`src/rtl/mem_port_arbiter.sv`:
```
// -----------------------------------------------------------------------------
// mem_port_arbiter
//   Shares one single-ported memory between an instruction-fetch port and a
//   data port. A grant walks IDLE -> ACCESS (MEM_LATENCY strobe cycles) ->
//   RESP (one-cycle ack) -> IDLE.
//
// Configuration macro:
//   MEM_ARB_RR_EN  defined   : ties go to the port not served by the last grant
//                  undefined : ties always go to the data port
//
// Ports:
//   clk, reset                 clock, asynchronous active-high reset
//   i_req/i_addr               fetch request (always a read)
//   i_ack/i_rdata              fetch completion pulse and fetched word
//   d_req/d_we/d_addr/d_wdata  data request
//   d_ack/d_rdata              data completion pulse and read word
//   mem_read/mem_write         memory strobes (mutually exclusive)
//   mem_addr/mem_wdata         latched address / write data
//   mem_rdata                  memory read data, valid in the last strobe cycle
//   busy                       state is not IDLE
//   owner                      current or last grant: 0 = fetch, 1 = data
// -----------------------------------------------------------------------------
module mem_port_arbiter #(
  parameter int unsigned MEM_LATENCY = 2,
  parameter int unsigned WORD_W      = 16
) (
  input  logic              clk,
  input  logic              reset,
  input  logic              i_req,
  input  logic [WORD_W-1:0] i_addr,
  output logic              i_ack,
  output logic [WORD_W-1:0] i_rdata,
  input  logic              d_req,
  input  logic              d_we,
  input  logic [WORD_W-1:0] d_addr,
  input  logic [WORD_W-1:0] d_wdata,
  output logic              d_ack,
  output logic [WORD_W-1:0] d_rdata,
  output logic              mem_read,
  output logic              mem_write,
  output logic [WORD_W-1:0] mem_addr,
  output logic [WORD_W-1:0] mem_wdata,
  input  logic [WORD_W-1:0] mem_rdata,
  output logic              busy,
  output logic              owner
);

  typedef enum logic [1:0] {
    IDLE   = 2'd0,
    ACCESS = 2'd1,
    RESP   = 2'd2
  } state_t;

  state_t            state_q, state_d;
  logic [3:0]        cnt_q, cnt_d;
  logic              owner_q, owner_d;
  logic              we_q, we_d;
  logic [WORD_W-1:0] addr_q, addr_d;
  logic [WORD_W-1:0] wdata_q, wdata_d;
  logic [WORD_W-1:0] i_rdata_q, i_rdata_d;
  logic [WORD_W-1:0] d_rdata_q, d_rdata_d;
  logic              grant_data_s;
`ifdef MEM_ARB_RR_EN
  logic              last_q, last_d;  // 1 = data port was served last
`endif

  // Arbitration decision for a request sampled in IDLE.
  always_comb begin
`ifdef MEM_ARB_RR_EN
    // On a tie, data wins only if fetch was served last.
    grant_data_s = d_req & (~i_req | ~last_q);
`else
    grant_data_s = d_req;
`endif
  end

  // State register and latched transaction fields.
  always_ff @(posedge clk or posedge reset) begin
    if (reset) begin
      state_q   <= IDLE;
      cnt_q     <= 4'd0;
      owner_q   <= 1'b0;
      we_q      <= 1'b0;
      addr_q    <= '0;
      wdata_q   <= '0;
      i_rdata_q <= '0;
      d_rdata_q <= '0;
`ifdef MEM_ARB_RR_EN
      last_q    <= 1'b1;
`endif
    end else begin
      state_q   <= state_d;
      cnt_q     <= cnt_d;
      owner_q   <= owner_d;
      we_q      <= we_d;
      addr_q    <= addr_d;
      wdata_q   <= wdata_d;
      i_rdata_q <= i_rdata_d;
      d_rdata_q <= d_rdata_d;
`ifdef MEM_ARB_RR_EN
      last_q    <= last_d;
`endif
    end
  end

  // Next-state logic: grant in IDLE, count down ACCESS, capture read data.
  always_comb begin
    state_d   = state_q;
    cnt_d     = cnt_q;
    owner_d   = owner_q;
    we_d      = we_q;
    addr_d    = addr_q;
    wdata_d   = wdata_q;
    i_rdata_d = i_rdata_q;
    d_rdata_d = d_rdata_q;
`ifdef MEM_ARB_RR_EN
    last_d    = last_q;
`endif
    case (state_q)
      IDLE: begin
        if (i_req | d_req) begin
          state_d = ACCESS;
          cnt_d   = 4'(MEM_LATENCY - 1);
          owner_d = grant_data_s;
          // Fetch grants are always reads, whatever d_we says.
          we_d    = grant_data_s & d_we;
          addr_d  = grant_data_s ? d_addr : i_addr;
          wdata_d = grant_data_s ? d_wdata : '0;
`ifdef MEM_ARB_RR_EN
          last_d  = grant_data_s;
`endif
        end else begin
          state_d = IDLE;
        end
      end
      ACCESS: begin
        if (cnt_q == 4'd0) begin
          state_d = RESP;
          // Last strobe cycle: read data is valid now.
          if (!we_q) begin
            if (owner_q) begin
              d_rdata_d = mem_rdata;
            end else begin
              i_rdata_d = mem_rdata;
            end
          end else begin
            d_rdata_d = d_rdata_q;
          end
        end else begin
          cnt_d = cnt_q - 4'd1;
        end
      end
      RESP: begin
        state_d = IDLE;
      end
      default: begin
        state_d = IDLE;
      end
    endcase
  end

  // Output decode from registered state.
  always_comb begin
    mem_read  = (state_q == ACCESS) & ~we_q;
    mem_write = (state_q == ACCESS) & we_q;
    i_ack     = (state_q == RESP) & ~owner_q;
    d_ack     = (state_q == RESP) & owner_q;
    busy      = (state_q != IDLE);
    owner     = owner_q;
    mem_addr  = addr_q;
    mem_wdata = wdata_q;
    i_rdata   = i_rdata_q;
    d_rdata   = d_rdata_q;
  end

endmodule
```
`config.mk`:
```
export PLATFORM = sky130hd
export DESIGN_NAME = mem_port_arbiter
export DESIGN_NICKNAME = d
export VERILOG_FILES = /design/src/rtl/mem_port_arbiter.sv
export SDC_FILE = /design/constraint.sdc
export NUM_CORES = 1
export LEC_CHECK = 0
export CORE_MARGIN = 4
export CORE_UTILIZATION = 44
export DETAILED_ROUTE_END_ITERATION = 7
export GPL_ROUTABILITY_DRIVEN = 0
export PLACE_DENSITY_LB_ADDON = 0.12
export SLEW_MARGIN = 5
export SYNTH_ARGS = -nofsm -noshare
export SYNTH_HDL_FRONTEND = slang
export SYNTH_SLANG_ARGS = --single-unit
```
`constraint.sdc`:
```
create_clock -name clk -period 7.6 [get_ports clk]
set_clock_uncertainty 0.2 [all_clocks]
set_input_delay 2.28 -clock clk [delete_from_list [all_inputs] [get_ports clk]]
set_output_delay 2.28 -clock clk [all_outputs]
set_load 0.05 [all_outputs]
```
==> results list, run 1 <==
- The flow ran to the end, and the final reports show no timing, DRC or antenna violations.
* Worst setup slack after layout: 2.64 ns
- Reg2reg end: d_rdata[9]$_DFFE_PP0P_
* Hold-fix buffers, CTS: 0
- Highest-count cells in the layout ignoring fill and taps: sky130_fd_sc_hd__clkdlybuf4s50_1, sky130_fd_sc_hd__dfrtp_1, sky130_fd_sc_hd__mux2_2
* Sw Ratio: 0.472
- Total negative setup slack: 0 ns
- Buffers added to address setup during post-CTS repair amount to 0.
* Share of layout cells above drive strength 1: 0.157
* Fmax: 201 MHz
- For this configuration, the core starts out at a cell density of 0.465.
- After clock tree synthesis, the repair step resized 0 gates.
- Total nets after synthesis: 294
- Num ports: 139
- Antenna violations before repair: 0
* Areal power density over the cells: 521 mW/mm^2
- R2R cell count: 5
- Detail Placement HPWL: 5040 um
* Via count of the first global-routing pass: 2354
- After floorplanning, the core was divided into 29 placement rows.
- For the worst setup path, the data required time is 7.62 ns.
* Number of inserted filler cells in the final layout: 460
* Kind of launch point of the worst setup path: primary input
* Number of buffers inserted by port buffering: 138
* Number of diodes added for antenna fixing: 0
* Class of the tightest hold or removal check: reg2reg
* Max_cap viols: 0
* Post-Syn Area: 0.00302 sq mm
* Wire length of the first global-routing pass: 11500 um
- In this run the critical register-to-register path is launched from cnt_q[0]$_DFFE_PP0P_.
- The final layout contains routed wiring with a total length of 7010 um.
- Across the VDD grid, the largest voltage drop is 0.260 mV.
- DRC violation count after routing: 0
* Placeable Area: 0.00649 sq mm
* ANT nets after route: 0
- Of the total power, the clock network draws 0.133.
- The analysis attributes to cell leakage a power of 2.01 nW.
- YS warnings: 0
* Die ar.: 0.00825 sq mm
* RSZ-0062 raised after global routing: false
- Worst-case setup slack after placement: 2.27 ns
* GRT Resource Usage Total: 0.174
- The floorplan step set the die width to 90.9 um.
- In this run the worst path has a maximum fanout of 33.
* Post-synthesis instance total: 223
* Clock-pin slew reported for the worst setup and hold paths after clock tree synthesis: 0.07 ns
- STA classifies the critical path endpoint as a flip-flop.
* Sequential-to-total area share from yosys stat: 0.597
- The synthesized design contains 72 register bits.
* Library cell contributing the largest single delay on the critical path: sky130_fd_sc_hd__clkdlybuf4s50_1
- In this run the tightest slew margin relative to its limit is 0.371.
* Max-slew violation total from the final report: 0
* Internal power of the cells: 1.28 mW
* Synth-to-Final Area Change: 53.6%
* Crit path cell chain: clkdlybuf4s50_1 > or2_2 > nand2_1 > a22o_1
- After detailed routing, the number of vias per cell comes to 5.18.
* Reg2reg setup slack: 4.86 ns
- The number of clock buffers added by TritonCTS is 9.
- Part of the cycle the worst path needs: 0.653
- The library cell used most frequently in the layout, excluding fill and tap cells, is sky130_fd_sc_hd__clkdlybuf4s50_1.
- Maximum buffer depth of the clock tree: 2
- CTS Root Cell: sky130_fd_sc_hd__clkbuf_8
* Data arrival, critical path: 4.98 ns
- The final route contains 2273 vias.
* Post-layout net count: 429
- Counting distinct cell types in the post-synthesis netlist gives 34.
- Fraction of registers with async set/reset: 1.00
- Counting instances, the worst hold path has a depth of 1.
* CTS sink cnt: 72
* Average size of a mapped cell: 13.5 sq um
- Main flop type after synthesis: sky130_fd_sc_hd__dfrtp_1
* Post-layout min period: 4.96 ns
- Worst min-delay path endpoint: d_rdata[4]$_DFFE_PP0P_
- Total count of hold-check failures in the final report: 0
- Dividing the detail-routed wire length by the instance count gives 16.0 um.
* Sum of overflow across all layers after global routing: 0
- Start point of the worst min-delay path: d_rdata[4]$_DFFE_PP0P_
- Worst slew pin tran: 0.940 ns
- Type of the setup path with the least slack: in2reg
* Chip height: 90.9 um
- The H-tree was split into 3 levels.
- Of the total power, combinational logic draws 0.587.
* Number of optimization iterations in the first detailed-route pass: 4
- TritonCTS built the clock tree.
- Yosys mapped a number of flops with a built-in enable equal to 0.
- Largest net degree at the start of global routing: 73
* Proportion of power drawn by flip-flops and latches: 0.280
* Clk_lat worst skew: 0.34 ns
- The first routing iteration left 62 violations.
- Switching power: 1.14 mW
- In this design, the stage delay of the slowest critical-path cell is 1.09 ns.
- Final-report setup violation count: 0
==> power groups by stage <==
stage / clock network, mW / logic [mW] / registers [mW]
global placement: 0 / 1.42 / 0.675
detailed placement: 0 / 1.43 / 0.680
CTS: 0.328 / 1.43 / 0.679
floorplan: 0 / 0.381 / 1.25
finish: 0.321 / 1.42 / 0.677
global route: 0.343 / 1.49 / 0.703
==> Yosys cell counts, drive strengths merged (2+ instances only) <==
cell type / n / area share
a21oi: 17 / 0.028
a22o: 17 / 0.049
a31o: 2 / 0.0058
a31oi: 16 / 0.033
and2: 2 / 0.0041
buf: 4 / 0.013
clkbuf: 12 / 0.015
dfrtp: 72 / 0.60
ha: 2 / 0.0083
inv: 4 / 0.0050
mux2: 32 / 0.13
mux2i: 16 / 0.053
nand2: 4 / 0.0050
nor2: 3 / 0.0037
nor2b: 2 / 0.0041
nor3: 2 / 0.0033
nor3b: 2 / 0.0050
or2: 2 / 0.0041
==> metrics by stage <==
| step | power, mW | hold slack [ns] | utilization | cell area [sq um] | cells |
|---|---|---|---|---|---|
| after detailed placement | 2.11 | 0.290 | 0.682 | 4430 | 424 |
| final | 2.42 | 0.305 | 0.714 | 4640 | 439 |
| after global placement | 2.09 | 0.287 | 0.682 | 4430 | 424 |
| after floorplan | 1.63 | 0.297 | - | 3020 | 223 |
| after CTS | 2.44 | 0.307 | 0.714 | 4640 | 439 |
| after global routing | 2.54 | 0.326 | 0.714 | 4640 | 439 |
==> worst max-delay path by stage <==
stage / to / start
floorplan: cnt_q[0]$_DFFE_PP0P_ / reset
global placement: cnt_q[1]$_DFFE_PP0P_ / d_req
detailed placement: mem_wdata[9]$_DFFE_PP0P_ / d_req
CTS: mem_wdata[13]$_DFFE_PP0P_ / d_req
global route: mem_wdata[13]$_DFFE_PP0P_ / d_req
finish: mem_wdata[13]$_DFFE_PP0P_ / d_req
==> per-layer routing <==
layer | track usage | up-vias | part of all wire
li1 | - | 1088 | -
met1 | 0.227 | 1075 | 0.43
met2 | 0.264 | 102 | 0.45
met3 | 0.0633 | 8 | 0.10
met4 | 0.0716 | 0 | 0.013
met5 | 0 | - | 0
==> cell families (layout without fill, tap and decap cells) <==
| kind of cell | after synthesis | count (layout) | share of synthesized area |
|---|---|---|---|
| AND/OR/NAND/NOR | 25 | 25 | 0.0518 |
| multiplexers | 48 | 48 | 0.185 |
| adder cells (fa/ha/maj) | 2 | 2 | 0.00828 |
| flip-flops | 72 | 72 | 0.597 |
| buffers and inverters | 20 | 159 | 0.0331 |
| AO/OA/AOI/OAI | 56 | 56 | 0.126 |
==> sequential cells by signal (all words and copies together), names as in the netlist <==
name and cells:
cnt_q 4, d_rdata 16, i_rdata 16, mem_addr 16
mem_wdata 16, owner 1, state_q 2, we_q 1
==> cell type report <==
type	count	area [sq um]	share of cell area
Clock buffer	9	124	0.0267
Inverter	4	15.0	0.00324
Timing Repair Buffer	140	1400	0.301
Tap cell	77	96.3	0.0208
Clock inverter	6	85.1	0.0183
Multi-Input combinational cell	131	1120	0.242
Sequential cell	72	1800	0.388
==> critical path, delay by kind of cell <==
kind                   cells  cell delay, ns
buffers and inverters      1            1.09
AOI/OAI and AO/OA          1            0.41
and+or+nand+nor            2            1.20
Note: power is estimated with default switching activity, not from simulation.
==> inputs of run 2 (changes only) <==
Settings changed: CORE_UTILIZATION 44 to 41.
Clock period 7.6 ns to 4.75 ns, I/O delays scaled along.
==> results list, run 2 (synthesis results as in run 1) <==
- Result of the run: completed
- Class of the tightest hold or removal check: reg2reg
- In the routed layout, each cell is associated on average with a via count of 5.04.
- Data arrives at the worst endpoint at 2.10 ns.
- The clock net in this run drives a total of 72 sinks.
* Chip height: 93.8 um
* Max VDD drop: 0.385 mV
- The final count of hold timing violations came to 0.
- For this run, the top clock speed supported by timing is 268 MHz.
- Max-slew violation total from the final report: 0
- The first global-routing pass estimated 11600 um of wire.
* Post-layout net count: 432
* Share of layout cells above drive strength 1: 0.164
* ANT nets after route: 0
* Part of the cycle the worst path needs: 0.785
- The initial antenna violation count came to 0.
- Num ports: 139
- Cell Area, Placed: 0.00448 sq mm
* Reg2reg setup slack: 2.02 ns
- Detail Placement HPWL: 5240 um
* GRT Resource Usage Total: 0.166
- Number of optimization iterations in the first detailed-route pass: 5
* Starting utilization of the core area: 0.419
- The number of cells on the worst reg-to-reg path is 5.
- H-tree levels: 3
- Post-layout min period: 3.73 ns
- Max_cap viols: 0
- CTS tree: yes
* Final routed wirelength across all metal layers: 7230 um
- Worst setup EP type: output port
- Adding up every negative setup slack in the final design gives 0 ns.
- Leaving out fill and tap cells, the most frequent cell in the layout is sky130_fd_sc_hd__clkdlybuf4s50_1.
- RSZ-0062 raised after global routing: false
- The worst register-to-register path ends at i_rdata[6]$_DFFE_PP0P_.
- Die ar.: 0.00880 sq mm
* Type of the setup path with the least slack: reg2out
- Area occupied by registers: 0.00180 sq mm
- Data on the critical path is required at its endpoint by 3.12 ns.
* Final-report setup violation count: 0
* DRC violation count after routing: 0
- Leakage power: 2.00 nW
* Endpoint of the most critical setup path: mem_write
* CTS Root Cell: sky130_fd_sc_hd__clkbuf_8
* Die X: 93.8 um
* Maximum buffer depth of the clock tree: 2
* Synth-to-Final Area Change: 54.0%
- Row generation in the floorplan step produced 31 rows.
* Sum of overflow across all layers after global routing: 0
- The number of setup buffers added after CTS is 0.
- The via count of the first global-routing pass came to 2395.
- Fin area: 0.00465 sq mm
- The repair_antennas step left the layout with diodes totalling 0.
- The critical path starts at state_q[0]$_DFFE_PP0P_.
- Maximum net fanout on the critical path: 6
* Vias post-DR: 2340
- After clock tree synthesis, the flow added hold-fix buffers numbering 0.
- Clock-pin slew reported for the worst setup and hold paths after clock tree synthesis: 0.07 ns
- STA classifies the critical path startpoint as a flip-flop.
- Clock latency on the worst-skew pair, taken at its later pin, is 0.34 ns.
- In the layout the commonest cells are sky130_fd_sc_hd__clkdlybuf4s50_1, sky130_fd_sc_hd__dfrtp_1, sky130_fd_sc_hd__mux2_2.
- Number of buffers inserted by port buffering: 138
- After detailed routing, the average wire length per cell comes to 15.6 um.
- Worst flop-to-flop path startpoint: cnt_q[0]$_DFFE_PP0P_
* Number of inserted filler cells in the final layout: 606
- Worst slew pin tran: 0.928 ns
- Areal power density over the cells: 812 mW/mm^2
- Worst relative slew slack: 0.378
- Once the clock tree was built, the resizer swapped 0 gates to a different size.
- The multi-input combinational cells in the finished layout cover a total of 0.00112 sq mm.
* Largest net degree at the start of global routing: 37
- Placeable Area: 0.00721 sq mm
- Violation count after the first detailed-routing iteration: 75
* Num CTS Buffers: 9
run 2: worst min path at each step:
| stage | startpoint | to | slack [ns] | depth (start not counted) |
|---|---|---|---|---|
| floorplan | cnt_q[1]$_DFFE_PP0P_ | cnt_q[1]$_DFFE_PP0P_ | 0.30 | 1 |
| global placement | d_rdata[5]$_DFFE_PP0P_ | d_rdata[5]$_DFFE_PP0P_ | 0.29 | 1 |
| detailed placement | mem_wdata[7]$_DFFE_PP0P_ | mem_wdata[7]$_DFFE_PP0P_ | 0.29 | 1 |
| CTS | i_rdata[15]$_DFFE_PP0P_ | i_rdata[15]$_DFFE_PP0P_ | 0.31 | 1 |
| global route | i_rdata[13]$_DFFE_PP0P_ | i_rdata[13]$_DFFE_PP0P_ | 0.33 | 1 |
| finish | d_rdata[5]$_DFFE_PP0P_ | d_rdata[5]$_DFFE_PP0P_ | 0.31 | 1 |
run 2: per-stage QoR:
step / worst slack [ns] / power [mW] / hold slack (ns) / util / instances
global route: 0.907 / 3.97 / 0.327 / 0.645 / 464
global placement: 0.871 / 3.35 / 0.287 / 0.621 / 449
CTS: 0.992 / 3.81 / 0.308 / 0.645 / 464
floorplan: 1.30 / 2.61 / 0.297 / - / 223
finish: 1.02 / 3.78 / 0.306 / 0.645 / 464
detailed placement: 0.861 / 3.38 / 0.291 / 0.621 / 449
run 2: layout make-up:
| class | instances | area share |
|---|---|---|
| clock inverters | 5 | 0.00726 |
| well taps | 99 | 0.0266 |
| clock buffers | 10 | 0.0296 |
| multi-input cells | 131 | 0.241 |
| repair buffers | 143 | 0.305 |
| inverters | 4 | 0.00323 |
| flip-flops and latches | 72 | 0.387 |
run 2: per-layer routing:
metal,wire length [um],global-route usage,vias to the layer above,part of all wire
met1,3200,0.227,1130,0.44
met2,3220,0.244,104,0.45
met5,0,0,-,0
li1,-,-,1098,-
met3,719,0.0553,8,0.099
met4,83,0.0650,0,0.011
run 2: critical path, stage by stage, from the launching register on:
cell and delay [ns]:
sky130_fd_sc_hd__dfrtp_1 0.43, sky130_fd_sc_hd__nor2b_1 0.36, sky130_fd_sc_hd__and2_1 0.18, sky130_fd_sc_hd__clkdlybuf4s50_1 0.81
run 2: where the power goes:
| part | switching [mW] | internal [mW] | total [mW] |
|---|---|---|---|
| Combinational | 1.43 | 0.845 | 2.27 |
| Clock | 0.221 | 0.200 | 0.421 |
| Sequential | 0.175 | 0.907 | 1.08 |
